File: src/rtl/skew_stream_buffer_pkg.sv
// Shared types and constants for the skew/deskew column stream buffer.
// Holds the control-state encoding, mode encoding and lane-packing helpers.
package skew_stream_buffer_pkg;

    typedef enum logic [1:0] {
        IDLE   = 2'd0,
        STREAM = 2'd1,
        DRAIN  = 2'd2
    } state_e;

    localparam logic MODE_SKEW   = 1'b0;
    localparam logic MODE_DESKEW = 1'b1;

    // Width of an index/counter that must hold values 0..n-1, never below 1 bit.
    function automatic int unsigned idx_width(input int unsigned n);
        return (n > 1) ? $clog2(n) : 1;
    endfunction

    // Total bits of a packed column of n lanes, w bits each.
    function automatic int unsigned lane_bits(input int unsigned n, input int unsigned w);
        return n * w;
    endfunction

endpackage

File: src/rtl/skew_stream_buffer_delay_line.sv
// One lane of the buffer: N-1 shift stages of data/valid/last plus a tap mux
// feeding a registered output. Everything holds while i_en is low.
module skew_delay_line
    import skew_stream_buffer_pkg::*;
#(
    parameter int N          = 4,
    parameter int DATA_WIDTH = 8,
    localparam int TAP_W     = idx_width(N)
) (
    input  logic                  clk,
    input  logic                  reset,
    input  logic                  i_en,
    input  logic [TAP_W-1:0]      i_tap_sel,
    input  logic [DATA_WIDTH-1:0] i_data,
    input  logic                  i_valid,
    input  logic                  i_last,
    output logic [DATA_WIDTH-1:0] o_data,
    output logic                  o_valid,
    output logic                  o_last
);

    localparam int STAGES = (N > 1) ? N - 1 : 1;

    logic [DATA_WIDTH-1:0] r_stg_data  [STAGES];
    logic                  r_stg_valid [STAGES];
    logic                  r_stg_last  [STAGES];

    logic [DATA_WIDTH-1:0] w_tap_data  [N];
    logic                  w_tap_valid [N];
    logic                  w_tap_last  [N];

    // Tap k is the lane input delayed by k enabled cycles; tap 0 is the live input.
    always_comb begin
        w_tap_data[0]  = i_data;
        w_tap_valid[0] = i_valid;
        w_tap_last[0]  = i_last;
        for (int k = 1; k < N; k++) begin
            w_tap_data[k]  = r_stg_data[k-1];
            w_tap_valid[k] = r_stg_valid[k-1];
            w_tap_last[k]  = r_stg_last[k-1];
        end
    end

    always_ff @(posedge clk) begin
        if (reset) begin
            for (int k = 0; k < STAGES; k++) begin
                r_stg_data[k]  <= '0;
                r_stg_valid[k] <= 1'b0;
                r_stg_last[k]  <= 1'b0;
            end
            o_data  <= '0;
            o_valid <= 1'b0;
            o_last  <= 1'b0;
        end else if (i_en) begin
            r_stg_data[0]  <= i_data;
            r_stg_valid[0] <= i_valid;
            r_stg_last[0]  <= i_last;
            for (int k = 1; k < STAGES; k++) begin
                r_stg_data[k]  <= r_stg_data[k-1];
                r_stg_valid[k] <= r_stg_valid[k-1];
                r_stg_last[k]  <= r_stg_last[k-1];
            end
            o_data  <= w_tap_data[i_tap_sel];
            o_valid <= w_tap_valid[i_tap_sel];
            o_last  <= w_tap_last[i_tap_sel] & w_tap_valid[i_tap_sel];
        end
    end

endmodule

File: src/rtl/skew_stream_buffer.sv
// Column stream buffer: delays lane i by i beats (skew) or N-1-i beats (deskew),
// with per-lane valids, backpressure, and an automatic drain after each tile.
module skew_stream_buffer
    import skew_stream_buffer_pkg::*;
#(
    parameter int N          = 4,
    parameter int DATA_WIDTH = 8
) (
    input  logic                    clk,
    input  logic                    reset,
    input  logic                    mode,
    input  logic                    in_valid,
    output logic                    in_ready,
    input  logic [N*DATA_WIDTH-1:0] in_data,
    input  logic                    in_last,
    input  logic                    out_ready,
    output logic [N*DATA_WIDTH-1:0] out_data,
    output logic [N-1:0]            out_row_valid,
    output logic                    out_valid,
    output logic                    out_last,
    output state_e                  dbg_state
);

    localparam int CNT_W = idx_width(N);
    localparam logic [CNT_W-1:0] DRAIN_INIT = CNT_W'(N - 1);

    state_e           r_state;
    state_e           w_state_nxt;
    logic             r_mode_q;
    logic             w_mode_nxt;
    logic [CNT_W-1:0] r_drain_cnt;
    logic [CNT_W-1:0] w_drain_nxt;

    logic             w_adv;
    logic             w_accept;
    logic             w_mode_eff;
    logic [N-1:0]     w_lane_last;

    // Handshake: a beat transfers on a cycle where in_valid && in_ready; in_ready is
    // a function of out_ready and state only, never of in_valid, and a held beat stays put.
    assign w_adv    = out_ready;
    assign in_ready = out_ready && (r_state != DRAIN);
    assign w_accept = in_valid && in_ready;

    // The first beat of a tile must already see the mode it is about to latch.
    assign w_mode_eff = ((r_state == IDLE) && w_accept) ? mode : r_mode_q;

    always_ff @(posedge clk) begin
        if (reset) begin
            r_state     <= IDLE;
            r_mode_q    <= MODE_SKEW;
            r_drain_cnt <= '0;
        end else begin
            r_state     <= w_state_nxt;
            r_mode_q    <= w_mode_nxt;
            r_drain_cnt <= w_drain_nxt;
        end
    end

    always_comb begin
        w_state_nxt = r_state;
        w_mode_nxt  = r_mode_q;
        w_drain_nxt = r_drain_cnt;
        case (r_state)
            IDLE: begin
                if (w_accept) begin
                    w_mode_nxt  = mode;
                    w_state_nxt = STREAM;
                    if (in_last) begin
                        w_state_nxt = (N > 1) ? DRAIN : IDLE;
                        w_drain_nxt = DRAIN_INIT;
                    end
                end
            end
            STREAM: begin
                if (w_accept && in_last) begin
                    w_state_nxt = (N > 1) ? DRAIN : IDLE;
                    w_drain_nxt = DRAIN_INIT;
                end
            end
            DRAIN: begin
                if (w_adv) begin
                    if (r_drain_cnt <= CNT_W'(1)) begin
                        w_state_nxt = IDLE;
                        w_drain_nxt = '0;
                    end else begin
                        w_drain_nxt = r_drain_cnt - CNT_W'(1);
                    end
                end
            end
            default: w_state_nxt = IDLE;
        endcase
    end

    for (genvar gi = 0; gi < N; gi++) begin : g_lane
        localparam logic [CNT_W-1:0] TAP_SKEW   = CNT_W'(gi);
        localparam logic [CNT_W-1:0] TAP_DESKEW = CNT_W'(N - 1 - gi);
        localparam logic             LAST_SKEW   = (gi == N - 1);
        localparam logic             LAST_DESKEW = (gi == 0);

        logic [CNT_W-1:0]      w_tap;
        logic [DATA_WIDTH-1:0] w_din;
        logic                  w_last_in;

        assign w_tap     = (w_mode_eff == MODE_DESKEW) ? TAP_DESKEW : TAP_SKEW;
        assign w_din     = w_accept ? in_data[gi*DATA_WIDTH +: DATA_WIDTH] : '0;
        // The tile's last flag rides only the most-delayed lane.
        assign w_last_in = w_accept && in_last &&
                           ((w_mode_eff == MODE_DESKEW) ? LAST_DESKEW : LAST_SKEW);

        skew_delay_line #(
            .N          (N),
            .DATA_WIDTH (DATA_WIDTH)
        ) u_line (
            .clk       (clk),
            .reset     (reset),
            .i_en      (w_adv),
            .i_tap_sel (w_tap),
            .i_data    (w_din),
            .i_valid   (w_accept),
            .i_last    (w_last_in),
            .o_data    (out_data[gi*DATA_WIDTH +: DATA_WIDTH]),
            .o_valid   (out_row_valid[gi]),
            .o_last    (w_lane_last[gi])
        );
    end

    assign out_valid = |out_row_valid;
    assign out_last  = |w_lane_last;
    assign dbg_state = r_state;

endmodule
File: config.mk
export PLATFORM = sky130hd
export DESIGN_NAME = skew_stream_buffer
export DESIGN_NICKNAME = d
export VERILOG_FILES = /design/src/rtl/skew_stream_buffer_pkg.sv /design/src/rtl/skew_stream_buffer_delay_line.sv /design/src/rtl/skew_stream_buffer.sv
export SDC_FILE = /design/constraint.sdc
export NUM_CORES = 1
export LEC_CHECK = 0
export ABC_CLOCK_PERIOD_IN_PS = 5300
export CORE_MARGIN = 2
export CORE_UTILIZATION = 40
export CTS_BUF_LIST = sky130_fd_sc_hd__clkbuf_8
export CTS_CLUSTER_SIZE = 16
export DETAILED_ROUTE_END_ITERATION = 10
export PLACE_DENSITY_LB_ADDON = 0.12
export SYNTH_ARGS = -nofsm -noshare
export SYNTH_HDL_FRONTEND = slang
export SYNTH_SLANG_ARGS = --single-unit
export TNS_END_PERCENT = 30
File: constraint.sdc
create_clock -name clk -period 5.3 [get_ports clk]
set_input_delay 1.06 -clock clk [delete_from_list [all_inputs] [get_ports clk]]
set_output_delay 1.06 -clock clk [all_outputs]
set_load 0.02 [all_outputs]
# After elaboration in Yosys (flattened, before gate mapping)
# Memories as Yosys holds them, arrays and structs flattened.
# Index checks and enable logic that the tools add are counted.
# totals
n_memories	12
ram_bits	120
register_bits	45
# classes
n_bitwise	44
n_mux	100
magnitude_cmp	5
eq_ne	8
n_reduce_logical	13
add_sub_neg	1
# memory_table
memory	depth	width	rd	rd_clocked_by_memory_dff	wr	line_no	rtl
g_lane[0].u_line.r_stg_data	3	8	3	0	3	skew_stream_buffer_delay_line.sv:24	logic [DATA_WIDTH-1:0] r_stg_data [STAGES];
g_lane[1].u_line.r_stg_data	3	8	3	0	3	skew_stream_buffer_delay_line.sv:24	
g_lane[2].u_line.r_stg_data	3	8	3	0	3	skew_stream_buffer_delay_line.sv:24	
g_lane[3].u_line.r_stg_data	3	8	3	0	3	skew_stream_buffer_delay_line.sv:24	
g_lane[0].u_line.r_stg_last	3	1	3	0	3	skew_stream_buffer_delay_line.sv:26	logic r_stg_last [STAGES];
g_lane[0].u_line.r_stg_valid	3	1	3	0	3	skew_stream_buffer_delay_line.sv:25	logic r_stg_valid [STAGES];
+6 memories	n/a	n/a	n/a	n/a	n/a	n/a	
# ops
operator	count
8-bit 2-to-1 mux	24
8-bit binary-select mux with 2-bit select	4
1-bit 2-to-1 mux	48
1-bit bitwise OR	36
2-bit 2-to-1 mux	14
1-bit binary-select mux with 2-bit select	8
3-bit >= comparator, second input constant	4
2-bit inverter with 3-bit output	4
2-bit one-hot mux with 3 select lines	2
2-bit inequality test, second input constant	5
4-bit OR reduction	2
1-bit logical AND	6
5-bit AND reduction	1
1-bit AND	4
4-bit AND reduction	1
3-bit nonzero test	1
2-bit by 1-bit == test with 1-bit output, second input constant	1
2-bit == test, second input constant	1
2-bit by 1-bit <= comparator with 1-bit output, second input constant	1
2-bit logical NOT	1
2-bit by 1-bit inequality test with 1-bit output, second input constant	1
2-bit AND reduction	1
2-bit by 1-bit subtractor with 2-bit output, second input constant	1

# Logic depth before layout (Yosys ltp)
# logic_depth
depth_word	11
mapped_depth	7
depth_no_buf	4

# By module
# A second synthesis with hierarchy kept.
# hier_totals
hier_cells	507
hier_area_um2	7324.5
# modules_own_cells
mod	n_inst	area_per_inst_um2	cells_per_inst	seq_area_each_um2
skew_delay_line	4	1709.1	110	1101.1
skew_stream_buffer	1	488.0	67	100.1

# Worst setup path before layout
# No wires, ideal clock.
# synth_path
path_kind	input to register
startpoint	input out_ready
endpoint	memory g_lane[0].u_line.r_stg_data[0][0], enable pin
path_stages	3
path_buffers	2
path_slack_ps	2215
t_required_ps	4891
arrival_ps	2676
path_cell_list	buf_2 buf_1 or2_2
# synth_rtl
item	line_no	rtl
start: declaration	skew_stream_buffer.sv:16	input logic out_ready,
end: declaration	skew_stream_buffer_delay_line.sv:24	

# Final worst setup path
# layout_path
startpoint	input out_ready
endpoint	output in_ready
# layout_via
elab_chain_len	1
# layout_rtl
item	line_no	rtl
1-bit logical AND	skew_stream_buffer.sv:42	assign in_ready = out_ready && (r_state != DRAIN);
end: declaration	skew_stream_buffer.sv:13	output logic in_ready,
# No other way between the ends.

==> results.md <==
* Post-synth EDFFs at 89
* Ys flop type: edfxtp_1
* Synthesized area at 5290 um2
* Vias at 3253
* Max Freq at 264 MHz
* Headroom to the max-slew limit at 29.3%
* Power Total at 2170 uW
* Design area at 6500 um2
* Drt wl/cell at 15.4 um
* Placed Area at 6150 um2
* Power density over the cells at 334 nW/um2
* Pin count of the biggest net entering global routing at 66
* Die W at 119 um
* Layout cell share with drive strength beyond 1 at 10.1%
* FF-to-FF Start: dbg_state[0]
* Worst setup EP type: output port
* Initial antenna violation count at 0
* Core area at 13100 um2
* Count of non-filler cells in the finished layout at 670
* Most common cell in the netlist: edfxtp_1
* Clock-pin slew on the worst setup and hold paths at 0.07 ns
* Fillcell total at 1167
* H-tree depth at 4
* Hold Path Class: reg -> reg
* Wire length of the first global-routing pass at 16600 um
* Residual DRC at 0
* Crit path required time at 4.24 ns
* Post-synth top area share at 50.5%
* Port bufs at 78
* Die area at 14200 um2
* Yosys warning total at 0
* Slew @ Worst Pin at 1.06 ns
* Slew Limit Fails at 0
* Num Clock Sinks at 132
* I/O pin cnt at 79
* Hold Fails Final Rpt at 0
* Multi-input gate area at 1570 um2
* Hold Path Sink: g_lane[3].u_line.o_last
* DR iter-0 viols at 179
* CTS Buffer Depth at 2
* N_diodes at 0
* Synth top area cells: edfxtp_1 50%, dfxtp_1 16%, and2_1 10%
* R2R Setup Slk at 3.15 ns
* Inserted Clock Buffers at 17
* # hold bufs at CTS at 0
* Worst skew pair latency at 0.44 ns
* CP max-delay cell: clkdlybuf4s50_1
* Die height at 119 um
* Tmin final at 3.79 ns
* GRT overflow at 0
* Seq/Total Area, Yosys at 66.8%
* Max cap viols at 0
* PostCTS Resize Cnt at 0
* Critical path cell sequence: buf_2 > inv_1 > buf_4 > nor2_1 > clkdlybuf4s50_1
* Vias per cell at 4.86
* WL final at 10300 um
* CP Class: in -> out
* Reg2Reg Depth at 5
* Hold path depth at 2
* Leakage at 0.00238 uW
* Storage element area at 3530 um2
* Initial DRT Pass Iterations at 4
* Number of global-route vias before repair at 3154
* Setup Fix Bufs, Post-CTS at 0
* Setup_tns at 0 ns
* Crit share post-route at 71.5%
* RSZ-0062 raised after global routing: no
* Critical R2R Capture: g_lane[2].u_line.o_data[6]
* GR Util All Layers at 15.4%
* CP max FO at 33
* Unique masters post-synth at 32
* Syn nets at 453
* Post-synth top cells: 89 x edfxtp_1, 86 x and2_1, 56 x nand2_1, 43 x dfxtp_1, 25 x nor2_1
* CTS tree: built
* Syn Area/Cell at 12.8 um2
* # rows at 42
* Arrival time at the worst endpoint at 2.73 ns
* Synth area leader: edfxtp_1
* Fin Clk Skew at 0.00937 ns
* Async SR Flop Fraction at 0%
* Cells after DPL at 638
* Flop and latch count out of synthesis at 132
* Setup violators final at 0
* Root Buffer: clkbuf_8
* Status: complete, no violations
* Critical path launch point type: primary input
* DP HPWL at 6090 um
* Gpl congestion at 0.678
* Maximum VDD drop at 162 uV
* Antenna-violating nets left at 0
* Hold Startpoint: g_lane[3].u_line.o_last
* Fin nets at 519
* Area Overhead vs Synth at 22.9%
* Worst path max stage delay at 0.63 ns
* Fin Hold WS at 0.478 ns
* Gate Count Post-Synth at 415
* Initial Utilization at 40.4%
==> routing by layer <==
metal	part of all wire (%)	wire length [um]	GRT usage (%)	vias up
li1	-	-	-	1601
met1	49	5040	20.6	1569
met2	45	4640	23.5	67
met3	4.5	464	4.69	16
met4	1.8	191	6.25	0
met5	0	0	0	-
==> worst max-delay path, delay by kind of cell <==
kind                   cells  cell delay (ns)
buffers and inverters      4             1.48
AND/OR/NAND/NOR            1             0.18
==> registers in the layout (all words and copies together), names as in the netlist <==
register / cells
dbg_state: 2
g_lane.u_line.o_data: 32
g_lane.u_line.o_last: 2
g_lane.u_line.o_valid: 4
g_lane.u_line.r_stg_data: 80
g_lane.u_line.r_stg_last: 6
g_lane.u_line.r_stg_valid: 3
r_drain_cnt: 2
r_mode_q: 1
==> cells by family (layout without fill, tap and decap cells) <==
group | count (synthesis) | after routing | share of synthesized area, %
mux | 4 | 4 | 0.851
simple gates | 181 | 181 | 17.8
compound gates | 60 | 60 | 10.6
flops | 132 | 132 | 66.8
buf+inv | 38 | 117 | 3.95
==> stage by stage <==
| step | setup WS, ns | util [%] |
|---|---|---|
| after CTS | 1.51 | 49.7 |
| after floorplan | 2.22 | - |
| after detailed placement | 1.52 | 47.0 |
| final | 1.51 | 49.7 |
| after global placement | 1.50 | 47.0 |
| after global routing | 1.36 | 49.7 |
==> cells in the final DEF, fill, tap and decap left out, types with 3 or more instances in the layout <==
| cell | Yosys | layout |
|---|---|---|
| clkbuf_8 | 0 | 17 |
| clkinvlp_4 | 0 | 3 |
| clkdlybuf4s50_1 | 0 | 76 |
| nand2_1 | 56 | 56 |
| buf_4 | 7 | 6 |
| edfxtp_1 | 89 | 89 |
| clkinv_1 | 0 | 3 |
| and2_1 | 86 | 86 |
| nor2_1 | 25 | 25 |
| a2bb2oi_1 | 16 | 16 |
| a311oi_1 | 8 | 8 |
| inv_1 | 1 | 4 |
| dfxtp_1 | 43 | 43 |
| o2bb2ai_1 | 16 | 16 |
| clkinv_2 | 0 | 4 |
| a21oi_1 | 4 | 4 |
| a311oi_2 | 10 | 10 |
==> area by class of cell <==
| cell class | instances | share of cell area (%) |
|---|---|---|
| Sequential cell | 132 | 54.3 |
| Multi-Input combinational cell | 245 | 24.2 |
| Timing Repair Buffer | 84 | 12.5 |
| Clock buffer | 17 | 3.60 |
| Tap cell | 176 | 3.39 |
| Clock inverter | 15 | 1.92 |
| Inverter | 1 | 0.0577 |
==> worst max-delay path by stage <==
stage | slack, ns | depth (start not counted) | from | to
2_1_floorplan | 2.22 | 3 | out_ready | g_lane[0].u_line.r_stg_data[0][0]
3_3_place_gp | 1.50 | 5 | out_ready | in_ready
3_5_place_dp | 1.52 | 5 | out_ready | in_ready
4_1_cts | 1.51 | 5 | out_ready | in_ready
5_1_grt | 1.36 | 5 | out_ready | in_ready
6_report | 1.51 | 5 | out_ready | in_ready
==> where the power goes <==
| part | total (uW) | internal, uW | switching [uW] |
|---|---|---|---|
| Combinational | 211 | 97.3 | 114 |
| Clock | 776 | 403 | 373 |
| Sequential | 1190 | 1160 | 24.5 |
No activity file was read; power rests on OpenSTA's default activity.
